`src/rtl/cache_fill_fsm.sv`:
```
// Miss-fill controller: streams one cache block from 16-bit main memory into the
// data array on a miss, and forwards write-through stores to memory while idle.
module cache_fill_fsm #(
    parameter int ADDR_WIDTH      = 16,
    parameter int WORDS_PER_BLOCK = 8
) (
    input  logic                               clk,
    input  logic                               rst_n,
    input  logic                               miss_detected_i,
    input  logic [ADDR_WIDTH-1:0]              miss_address_i,
    input  logic                               wr_req_i,
    input  logic [ADDR_WIDTH-1:0]              wr_addr_i,
    input  logic [15:0]                        wr_data_i,
    input  logic [15:0]                        memory_data_i,
    output logic                               fsm_busy_o,
    output logic                               write_data_array_o,
    output logic                               write_tag_array_o,
    output logic [$clog2(WORDS_PER_BLOCK)-1:0] fill_word_o,
    output logic [15:0]                        fill_data_o,
    output logic [ADDR_WIDTH-1:0]              fill_base_o,
    output logic                               mem_en_o,
    output logic                               mem_wr_o,
    output logic [ADDR_WIDTH-1:0]              memory_address_o,
    output logic [15:0]                        mem_data_in_o,
    output logic                               wr_ack_o
);

    localparam int CNT_W = $clog2(WORDS_PER_BLOCK);
    localparam logic [CNT_W-1:0]      LAST_CNT = CNT_W'(WORDS_PER_BLOCK - 1);
    localparam logic [ADDR_WIDTH-1:0] BLK_MASK = ~ADDR_WIDTH'(2 * WORDS_PER_BLOCK - 1);

    typedef enum logic [0:0] {
        ST_IDLE = 1'b0,
        ST_FILL = 1'b1
    } state_e;

    state_e                  state_q, state_d;
    logic [CNT_W-1:0]        cnt_q, cnt_d;
    logic [ADDR_WIDTH-1:0]   fill_base_q, fill_base_d;
    logic [ADDR_WIDTH-1:0]   word_off_s;
    logic                    last_word_s;
    logic                    unused_s;

    // Store byte lane select is not meaningful on a 16-bit memory.
    assign unused_s    = wr_addr_i[0];
    assign word_off_s  = ADDR_WIDTH'({cnt_q, 1'b0});
    assign last_word_s = (cnt_q == LAST_CNT);
    assign fill_base_o = fill_base_q;

    // State, word counter and latched block base.
    always_ff @(posedge clk or negedge rst_n) begin
        if (!rst_n) begin
            state_q     <= ST_IDLE;
            cnt_q       <= {CNT_W{1'b0}};
            fill_base_q <= {ADDR_WIDTH{1'b0}};
        end else begin
            state_q     <= state_d;
            cnt_q       <= cnt_d;
            fill_base_q <= fill_base_d;
        end
    end

    // Next-state logic; a miss is only accepted from IDLE so a held request cannot re-trigger mid-fill.
    always_comb begin
        state_d     = state_q;
        cnt_d       = cnt_q;
        fill_base_d = fill_base_q;
        case (state_q)
            ST_IDLE: begin
                if (miss_detected_i) begin
                    state_d     = ST_FILL;
                    cnt_d       = {CNT_W{1'b0}};
                    fill_base_d = miss_address_i & BLK_MASK;
                end else begin
                    state_d = ST_IDLE;
                end
            end
            ST_FILL: begin
                if (last_word_s) begin
                    state_d = ST_IDLE;
                    cnt_d   = {CNT_W{1'b0}};
                end else begin
                    cnt_d = cnt_q + CNT_W'(1);
                end
            end
            default: begin
                state_d = ST_IDLE;
                cnt_d   = {CNT_W{1'b0}};
            end
        endcase
    end

    // Memory port and array strobes; the block is aligned so base+offset never carries out of it.
    always_comb begin
        fsm_busy_o         = 1'b0;
        write_data_array_o = 1'b0;
        write_tag_array_o  = 1'b0;
        fill_word_o        = {CNT_W{1'b0}};
        fill_data_o        = 16'h0000;
        mem_en_o           = 1'b0;
        mem_wr_o           = 1'b0;
        memory_address_o   = {ADDR_WIDTH{1'b0}};
        mem_data_in_o      = 16'h0000;
        wr_ack_o           = 1'b0;
        case (state_q)
            ST_IDLE: begin
                if (wr_req_i) begin
                    mem_en_o         = 1'b1;
                    mem_wr_o         = 1'b1;
                    memory_address_o = {wr_addr_i[ADDR_WIDTH-1:1], 1'b0};
                    mem_data_in_o    = wr_data_i;
                    wr_ack_o         = 1'b1;
                end else begin
                    mem_en_o         = 1'b0;
                    mem_wr_o         = 1'b0;
                    memory_address_o = {ADDR_WIDTH{1'b0}};
                    mem_data_in_o    = 16'h0000;
                    wr_ack_o         = 1'b0;
                end
            end
            ST_FILL: begin
                fsm_busy_o         = 1'b1;
                mem_en_o           = 1'b1;
                mem_wr_o           = 1'b0;
                memory_address_o   = fill_base_q + word_off_s;
                fill_word_o        = cnt_q;
                fill_data_o        = memory_data_i;
                write_data_array_o = 1'b1;
                write_tag_array_o  = last_word_s;
            end
            default: begin
                fsm_busy_o = 1'b0;
            end
        endcase
    end

endmodule
```
`config.mk`:
```
export PLATFORM = sky130hd
export DESIGN_NAME = cache_fill_fsm
export DESIGN_NICKNAME = d
export VERILOG_FILES = /design/src/rtl/cache_fill_fsm.sv
export SDC_FILE = /design/constraint.sdc
export NUM_CORES = 1
export LEC_CHECK = 0
export BUFFER_PORTS_ARGS = -buffer_cell sky130_fd_sc_hd__clkbuf_2
export CAP_MARGIN = 10
export CORE_UTILIZATION = 34
export DETAILED_ROUTE_END_ITERATION = 16
export PLACE_DENSITY_LB_ADDON = 0.1
export SKIP_LAST_GASP = 1
export SYNTH_ARGS = -nofsm -noshare
export SYNTH_HDL_FRONTEND = slang
export SYNTH_SLANG_ARGS = --single-unit
export TNS_END_PERCENT = 20
```
`constraint.sdc`:
```
create_clock -name clk -period 3.2 [get_ports clk]
set_input_delay 0.64 -clock clk [delete_from_list [all_inputs] [get_ports clk]]
set_output_delay 0.64 -clock clk [all_outputs]
set_load 0.005 [all_outputs]
```
==> summary.md, run 1 <==
| Metric | Value |
|---|---|
| Status | `finished, final reports clean` |
| # clock sinks | `16` |
| Worst-Margin Slew | `between 0.5 and 0.6 ns` |
| Worst Hold Class | `input pin to asynchronous set/reset pin` |
| Maximum clock frequency | `0.423 GHz` |
| Largest net degree at the start of global routing | `between 40 and 50` |
| Vias per cell | `around 4.3` |
| Routed wire length | `about 2800 microns` |
| Global route total overflow | `0` |
| ANT cells | `0` |
| DRT antenna net count | `0` |
| Starting DRT DRC Count | `13` |
| Remaining DRCs | `0` |
| Post-CTS Hold Fix Bufs | `0` |
| Synth top area cells | `dfrtp_1 (36%), and2_1 (20%), mux2_1 (10%)` |
| Final Skew | `~0.0061 ns` |
| P&R area growth vs syn | `60.5%` |
| Crit share post-route | `0.739` |
| Via count | `approximately 1200` |
| Setup Fix Bufs, Post-CTS | `0` |
| Initial antenna violation count | `0` |
| Post-CTS Resized | `0` |
| Routability congestion estimate from global placement | `~0.73` |
| DRT Pass-1 Iters | `2` |
| Max IR drop VDD | `between 0.3 and 0.4 mV` |
| Mapped Cells | `116` |
| # nets final | `313` |
| Starting Density | `0.360` |
| Synthesized area per cell | `9.56 sq um` |
| Synth unique cells | `21` |
| Clock Path Buffers | `2` |
| Met2 Use GR | `0.295` |
| Worst Path Arrival | `between 1.5 and 2 ns` |
| Cell accounting for the most synthesized area | `dfrtp_1` |
| RSZ-0062 raised after global routing | `no` |
| DIE WIDTH | `roughly 59 microns` |
| Std cell rows | `20` |
| Worst setup SP type | `input pin` |
| Clock slew at reported path FFs | `~0.090 ns` |
| Critical Path RT | `2.56 ns` |
| Total power | `1.37 mW` |
| Layout cells sized above 1 | `0.583` |
| Top-area cell type share of the netlist area | `0.361` |
| IO Pins | `about 140` |
| Final min period | `between 2 and 2.5 ns` |
| TritonCTS clock tree | `done` |
| TritonCTS buffer count | `3` |
| Commonest register cell after synthesis | `dfrtp_1` |
| Most common cell in the netlist | `and2_1` |
| Core ar. | `slightly above 3000 sq um` |
| Max_cap viols | `0` |
| First-pass GRT wire length | `between 4000 and 5000 microns` |
| FF+latch count, synth | `16` |
| Ys Warns | `0` |
| GR Util All Layers | `0.156` |
| GR met1 Demand/Resource | `0.173` |
| Die Area | `~3500 sq um` |
| Asr flop ratio synth | `1.00` |
| DR WL/cell | `between 9 and 10 microns` |
| Met3 global-route usage | `0.0153` |
| Most Crowded Layer GR | `met2` |
| Worst slew margin | `0.603` |
| Maximum fanout along the worst path | `22` |
| Pleak | `1.06 nW` |
| Pins over their slew limit | `0` |
| Final Hold Vio Count | `0` |
| Sequential fraction of the synthesis area | `0.361` |
| Die height | `59.1 microns` |
| Port bufs | `between 100 and 150` |
| Root Driver | `clkbuf_4` |
| Commonest cells post-synth | `and2_1 (36), dfrtp_1 (16), a22o_1 (10), mux2_1 (10), buf_4 (8)` |
| Dpl hpwl | `2330 microns` |
| Total negative slack | `0 ns` |
| Power per Cell Area | `768 nW/um^2` |
| Setup Viol. Count Final | `0` |
| Vias in the first global route | `around 1000` |
| Number of flops mapped to enable cells by yosys | `0` |
| Worst Setup End Kind | `output port` |
| Clk Latency, worst-skew pair | `0.27 ns` |
| Mapped cell area | `1110 sq um` |
| Setup CP Type | `input pin to output port` |
| H-tree levels | `1` |
stage by stage:
step                      hold WS (ns)   util  setup slack, ns  instance area [sq um]  std cells
final                            0.271  0.578            0.834                   1780        284
after global routing             0.285  0.578            0.743                   1780        284
after CTS                        0.275  0.578            0.807                   1780        284
after detailed placement         0.508  0.571            0.809                   1760        281
after global placement           0.506  0.571            0.801                   1760        281
after floorplan                  0.344      -             1.38                   1120        120
state kept, by name, indices dropped and copies added (netlist names):
name and cells:
cnt_q 3, fill_base_o 12, state_q 1
report_power, final:
part           internal (mW)  leakage, nW  switching (mW)
combinational          0.498        0.852           0.383
clock                 0.0435       0.0138          0.0576
sequential             0.307        0.190          0.0781
total                  0.849         1.06           0.518
metal layers:
layer	up-vias	share of wire
met5	-	0
met2	74	0.49
met3	2	0.084
met1	534	0.42
li1	623	-
met4	0	0.0075
layout make-up:
| class | instances | area, sq um |
|---|---|---|
| flip-flops and latches | 16 | 400 |
| repair buffers | 132 | 666 |
| multi-input cells | 89 | 636 |
| well taps | 44 | 55.1 |
| fillers | 309 | 1300 |
| clock buffers | 3 | 22.5 |
cell families (layout without fill, tap and decap cells):
family,Yosys count,count (layout),share of synthesized area
AND/OR/NAND/NOR,51,51,0.274
flip-flops,16,16,0.361
buffers and inverters,15,135,0.0813
AO/OA/AOI/OAI,18,18,0.124
adder cells (fa/ha/maj),3,3,0.0339
other,1,5,0.00338
multiplexers,12,12,0.122
path summary, 6_finish.rpt:
| kind | from | endpoint | slack [ns] | cells past startpoint |
|---|---|---|---|---|
| max in group asynchronous | rst_n | fill_base_o[13]$_DFFE_PN0P_ | 2.65 | 1 |
| hold reg to reg | fill_base_o[13]$_DFFE_PN0P_ | fill_base_o[13]$_DFFE_PN0P_ | 0.53 | 1 |
| setup reg to reg | state_q$_DFF_PN0_ | fill_base_o[7]$_DFFE_PN0P_ | 1.52 | 3 |
| min in group clk | fill_base_o[13]$_DFFE_PN0P_ | fill_base_o[13]$_DFFE_PN0P_ | 0.53 | 1 |
| setup / recovery | wr_req_i | mem_data_in_o[10] | 0.83 | 5 |
| hold / removal | rst_n | fill_base_o[6]$_DFFE_PN0P_ | 0.27 | 1 |
cells in the final DEF, fill, tap and decap left out:
| cell | instances |
|---|---|
| ha_1 | 3 |
| mux2_1 | 10 |
| nand2b_1 | 2 |
| conb_1 | 5 |
| dfrtp_1 | 16 |
| buf_4 | 2 |
| o21ai_0 | 4 |
| a22o_1 | 10 |
| nor2b_2 | 2 |
| a21o_1 | 4 |
| or2_2 | 1 |
| nor2_1 | 3 |
| clkbuf_4 | 3 |
| nor3b_1 | 1 |
| nand3b_1 | 1 |
| clkbuf_2 | 130 |
| nand2_1 | 5 |
| mux2_2 | 2 |
| and2_1 | 36 |
critical path, stage by stage:
cell and delay [ns]:
clkbuf_2 0.11, nor2b_2 0.41, buf_4 0.29, and2_1 0.16
clkbuf_2 0.11
No activity file was read; power rests on OpenSTA's default activity.
==> run 2: changes to the inputs <==
--- a/config.mk
+++ b/config.mk
@@ -7,7 +7,7 @@
 export LEC_CHECK = 0
 export BUFFER_PORTS_ARGS = -buffer_cell sky130_fd_sc_hd__clkbuf_2
 export CAP_MARGIN = 10
-export CORE_UTILIZATION = 34
+export CORE_UTILIZATION = 32
 export DETAILED_ROUTE_END_ITERATION = 16
 export PLACE_DENSITY_LB_ADDON = 0.1
 export SKIP_LAST_GASP = 1
==> constraint.sdc (replaced) <==
create_clock -name clk -period 2.2 [get_ports clk]
set_input_delay 0.44 -clock clk [delete_from_list [all_inputs] [get_ports clk]]
set_output_delay 0.44 -clock clk [all_outputs]
set_load 0.005 [all_outputs]
==> run 2 against run 1 <==
  * Setup slack lost 0.45 ns
  * Global-route usage barely moved
  * Clock power increased by 92%
  * Die area is 6.0% higher
  * Largest cell class unchanged
  * Non-clock buffer count up 4
  * Sequential power is 46% higher
  * Flip-flop and latch count unchanged
  * First-iteration DRC count is 38% higher
  * Highest routed layer unchanged
  * Clock skew grew 0.0041 ns
  * Critical path type is now register to output port
  * Total power increased by 52%
  * Combinational power increased by 50%
==> summary.md, run 2 (same netlist as run 1, synthesis figures left out) <==
| Metric | Value |
|---|---|
| Core ar. | `between 3000 and 4000 sq um` |
| Post-CTS Resized | `0` |
| Starting DRT DRC Count | `18` |
| Clock Path Buffers | `2` |
| Commonest non-fill, non-tap cells in the layout | `clkbuf_2 (130), and2_1 (36), dfrtp_1 (16)` |
| Maximum fanout along the worst path | `4` |
| Placed Cells | `287` |
| DR WL/cell | `10.0 microns` |
| Routed wire length | `between 2000 and 3000 microns` |
| Port bufs | `130` |
| Setup CP Type | `register to output port` |
| Final instance area | `roughly 1800 sq um` |
| Placement Setup Slack | `slightly above 0.5 ns` |
| Vias in the first global route | `around 1000` |
| Final Hold Vio Count | `0` |
| Worst Setup End Kind | `output port` |
| Largest net degree at the start of global routing | `25` |
| First-pass GRT wire length | `4330 microns` |
| Starting Density | `0.332` |
| Via count | `~1200` |
| Vias per cell | `between 4 and 5` |
| Worst Hold Class | `input pin to asynchronous set/reset pin` |
| Non-Filler Instances | `between 200 and 300` |
| Maximum clock frequency | `between 0.5 and 0.6 GHz` |
| Max IR drop VDD | `slightly below 0.6 mV` |
| RSZ-0062 raised after global routing | `no` |
| Post-CTS Hold Fix Bufs | `0` |
| Routability congestion estimate from global placement | `0.686` |
| # clock sinks | `16` |
| IO Pins | `roughly 140` |
| Clk Latency, worst-skew pair | `slightly below 0.3 ns` |
| Max_cap viols | `0` |
| Placed inst area | `1790 sq um` |
| P&R area growth vs syn | `64.7%` |
| ANT cells | `0` |
| Final Skew | `about 0.01 ns` |
| H-tree levels | `1` |
| # nets final | `317` |
| Worst setup margin | `0.379 ns` |
| Power per Cell Area | `1140 nW/um^2` |
| Pins over their slew limit | `0` |
| Std cell rows | `21` |
| Initial antenna violation count | `0` |
| Worst Path Arrival | `approximately 1.4 ns` |
| Die Area | `between 3000 and 4000 sq um` |
| Crit share post-route | `0.828` |
| DRT Pass-1 Iters | `4` |
| Worst setup SP type | `register` |
| Final Util | `0.547` |
| Max reg flops | `12` |
| Commonest non-fill, non-tap cell in the layout | `clkbuf_2` |
| Critical Path RT | `1.76 ns` |
| Dpl hpwl | `between 2000 and 2500 microns` |
| TritonCTS buffer count | `3` |
| Setup Fix Bufs, Post-CTS | `0` |
| Final min period | `between 1.5 and 2 ns` |
| Remaining DRCs | `0` |
| Layout cells sized above 1 | `0.592` |
| DIE WIDTH | `60.9 microns` |
| Root Driver | `clkbuf_4` |
| Clock slew at reported path FFs | `0.10 ns` |
| DRT antenna net count | `0` |
| Status | `finished, final reports clean` |
| GR Util All Layers | `0.156` |
| Total negative slack | `0 ns` |
| Pleak | `1.08 nW` |
| Global route total overflow | `0` |
| Setup Viol. Count Final | `0` |
| TritonCTS clock tree | `done` |
| Die height | `60.9 microns` |
[run 2: power breakdown]
part	total (mW)	switching, mW	leakage, nW	internal [mW]
Sequential	0.563	0.116	0.190	0.447
Clock	0.194	0.0937	0.0210	0.101
Combinational	1.32	0.563	0.871	0.760
[run 2: final cells by class]
type | instances | area, sq um
Fill cell | 343 | 1510
Multi-Input combinational cell | 89 | 636
Clock buffer | 4 | 36.3
Timing Repair Buffer | 136 | 696
Tap cell | 46 | 57.6
Sequential cell | 16 | 400
[run 2: through the flow]
step	hold slack, ns	total power, mW
2_1_floorplan	0.144	1.28
3_3_place_gp	0.393	1.91
3_5_place_dp	0.394	1.92
4_1_cts	0.0694	2.12
5_1_grt	0.0823	2.33
6_report	0.0624	2.08
[run 2: worst max-delay path: stages (launching register included)]
cell      delay, ns
dfrtp_1        0.41
ha_1           0.24
ha_1           0.18
and2_1         0.17
clkbuf_2       0.11
[run 2: per-layer routing]
layer | track usage | routed length [microns] | vias up
li1 | - | - | 634
met2 | 0.298 | 1470 | 68
met4 | 0.0195 | 10 | 0
met3 | 0.0405 | 208 | 2
met1 | 0.178 | 1230 | 543
met5 | 0 | 0 | -
[run 2: final timing paths]
check | startpoint | end | slack, ns | cells past startpoint
max in group asynchronous | rst_n | fill_base_o[15]$_DFFE_PN0P_ | 1.84 | 1
worst max register to register | state_q$_DFF_PN0_ | fill_base_o[6]$_DFFE_PN0P_ | 0.71 | 4
min in group clk | miss_address_i[9] | fill_base_o[9]$_DFFE_PN0P_ | 0.36 | 2
worst max-delay path | cnt_q[0]$_DFFE_PN0P_ | write_tag_array_o | 0.38 | 4
worst min register to register | fill_base_o[13]$_DFFE_PN0P_ | fill_base_o[13]$_DFFE_PN0P_ | 0.52 | 1
worst min-delay path | rst_n | fill_base_o[12]$_DFFE_PN0P_ | 0.06 | 1
==> run 3: changes to the inputs <==
==> constraint.sdc (replaced) <==
create_clock -name clk -period 1.8 [get_ports clk]
set_input_delay 0.36 -clock clk [delete_from_list [all_inputs] [get_ports clk]]
set_output_delay 0.36 -clock clk [all_outputs]
set_load 0.005 [all_outputs]
==> run 3 against run 2 <==
  * Non-clock buffer count grew 1
  * Flip-flop and latch count is the same
  * Register-to-register slack got worse by 0.27 ns
  * Critical path depth is the same
  * Worst hold slack better by 0.22 ns
  * Routed wire length increased by 4.2%
  * Sequential power is 22% higher
  * Utilization increased by 0.41 points
  * First-iteration DRC count decreased by 39%
  * Largest cell class unchanged
==> summary.md, run 3 (same netlist as run 1, synthesis figures left out) <==
| Metric | Value |
|---|---|
| Root Driver | `clkbuf_4` |
| Setup CP Type | `register to output port` |
| RSZ-0062 raised after global routing | `yes` |
| Critical Path RT | `between 1 and 1.5 ns` |
| ANT cells | `0` |
| Pins over their slew limit | `0` |
| Non-Filler Instances | `~290` |
| Status | `finished, final reports clean` |
| Starting Density | `0.332` |
| Hold_ws | `0.281 ns` |
| Maximum fanout along the worst path | `4` |
| Max_cap viols | `0` |
| TritonCTS buffer count | `3` |
| P&R area growth vs syn | `65.9%` |
| Part of the power in registers | `0.270` |
| Routability congestion estimate from global placement | `between 0.6 and 0.7` |
| Routed wire length | `3030 microns` |
| Fillers | `~350` |
| Sw power | `around 0.95 mW` |
| DIE WIDTH | `60.9 microns` |
| Initial antenna violation count | `0` |
| Maximum clock frequency | `~0.57 GHz` |
| Die Area | `3700 sq um` |
| Setup Fix Bufs, Post-CTS | `0` |
| Std cell rows | `21` |
| Pleak | `1.09 nW` |
| DR WL/cell | `~10 microns` |
| Crit share post-route | `0.980` |
| Placed Cells | `roughly 290` |
| TritonCTS clock tree | `done` |
| DRT antenna net count | `0` |
| Largest net degree at the start of global routing | `34` |
| Max IR drop VDD | `just over 0.7 mV` |
| Hold path cells | `2` |
| Int Pwr | `~1.6 mW` |
| Final Hold Vio Count | `0` |
| Vias per cell | `approximately 4.3` |
| Starting DRT DRC Count | `11` |
| Dpl hpwl | `about 2500 microns` |
| R2R Setup Slk | `about 0.44 ns` |
| IO Pins | `between 100 and 150` |
| Worst setup margin | `0.0365 ns` |
| Clk Latency, worst-skew pair | `0.29 ns` |
| Vias in the first global route | `approximately 1000` |
| # clock sinks | `16` |
| Global route total overflow | `0` |
| Final min period | `approximately 1.8 ns` |
| Worst Hold Class | `input pin to register` |
| R2R depth | `4` |
| Clock slew at reported path FFs | `0.09 ns` |
| # nets final | `roughly 320` |
| H-tree levels | `1` |
| Core ar. | `around 3300 sq um` |
| Worst Setup End Kind | `output port` |
| Commonest non-fill, non-tap cell in the layout | `clkbuf_2` |
| DRT Pass-1 Iters | `4` |
| Final Skew | `0.00184 ns` |
| Min-delay src | `miss_address_i[9]` |
| Remaining DRCs | `0` |
| Hold Path Sink | `fill_base_o[9]$_DFFE_PN0P_` |
| RR Endpoint | `fill_base_o[12]$_DFFE_PN0P_` |
| Power per Cell Area | `1390 nW/um^2` |
| Max reg flops | `12` |
| Worst setup SP type | `register` |
| Reg2Reg Launch Point | `state_q$_DFF_PN0_` |
| Via count | `about 1200` |
| Clock share of power | `0.094` |
| Total negative slack | `0 ns` |
| Clock Path Buffers | `2` |
| Worst Path Arrival | `between 1 and 1.5 ns` |
| Commonest non-fill, non-tap cells in the layout | `clkbuf_2 (130), and2_1 (36), dfrtp_1 (16)` |
| Gate power share | `0.636` |
| Layout cells sized above 1 | `0.589` |
| Setup Viol. Count Final | `0` |
| Placement Setup Slack | `about 0.27 ns` |
| Sw frac | `0.373` |
| GR Util All Layers | `0.160` |
| Die height | `60.9 microns` |
| First-pass GRT wire length | `roughly 4400 microns` |
| Port bufs | `130` |
[run 3: changes by cell type in the layout (fill, tap and decap cells not counted)]
cell	previous run	this run
buf_4	6	5
dlygate4sd3_1	0	1
buf_6	0	1
[run 3: worst max path at each step]
| stage | endpoint | start | slack, ns |
|---|---|---|---|
| after floorplan | mem_data_in_o[0] | state_q$_DFF_PN0_ | 0.43 |
| after global placement | mem_data_in_o[15] | wr_req_i | 0.27 |
| after detailed placement | mem_data_in_o[15] | wr_req_i | 0.27 |
| after CTS | write_tag_array_o | cnt_q[0]$_DFFE_PN0P_ | 0.02 |
| after global routing | mem_data_in_o[15] | state_q$_DFF_PN0_ | -0.03 |
| final | write_tag_array_o | cnt_q[0]$_DFFE_PN0P_ | 0.04 |
[run 3: per-layer routing]
metal	wire, microns	share of wire	vias to the layer above	track usage
met1	1230	0.41	539	0.177
met4	24	0.0079	0	0.0487
met5	0	0	-	0
met3	254	0.084	4	0.0405
met2	1520	0.50	70	0.298
li1	-	-	635	-
[run 3: timing repair]
| action | CTS | global route |
|---|---|---|
| setup endpoints to repair | 0 | 12 |
| resized for setup | 0 | 1 |
| hold buffers | 1 | 0 |
| hold endpoints to repair | 16 | 0 |
[run 3: through the flow]
stage,instance area [sq um],power (mW),util
after CTS,1840,2.60,0.550
after floorplan,1120,1.57,-
final,1840,2.55,0.551
after detailed placement,1790,2.35,0.536
after global placement,1790,2.32,0.536
after global routing,1840,2.84,0.551
[run 3: power groups by stage]
stage / clock network (mW) / logic (mW) / registers, mW
floorplan: 0 / 0.870 / 0.697
global placement: 0 / 1.63 / 0.694
finish: 0.241 / 1.63 / 0.688
CTS: 0.254 / 1.65 / 0.691
detailed placement: 0 / 1.65 / 0.699
global route: 0.265 / 1.86 / 0.721
[run 3: critical path, cell delays in order, from the launching register on]
cell and delay (ns):
dfrtp_1 0.42, ha_1 0.24, ha_1 0.19, and2_1 0.17, clkbuf_2 0.11
[run 3: layout make-up]
type / instances / area [sq um] / share of cell area
Timing Repair Buffer: 137 / 709 / 0.386
Multi-Input combinational cell: 89 / 636 / 0.346
Sequential cell: 16 / 400 / 0.218
Tap cell: 46 / 57.6 / 0.0313
Clock buffer: 4 / 36.3 / 0.0197
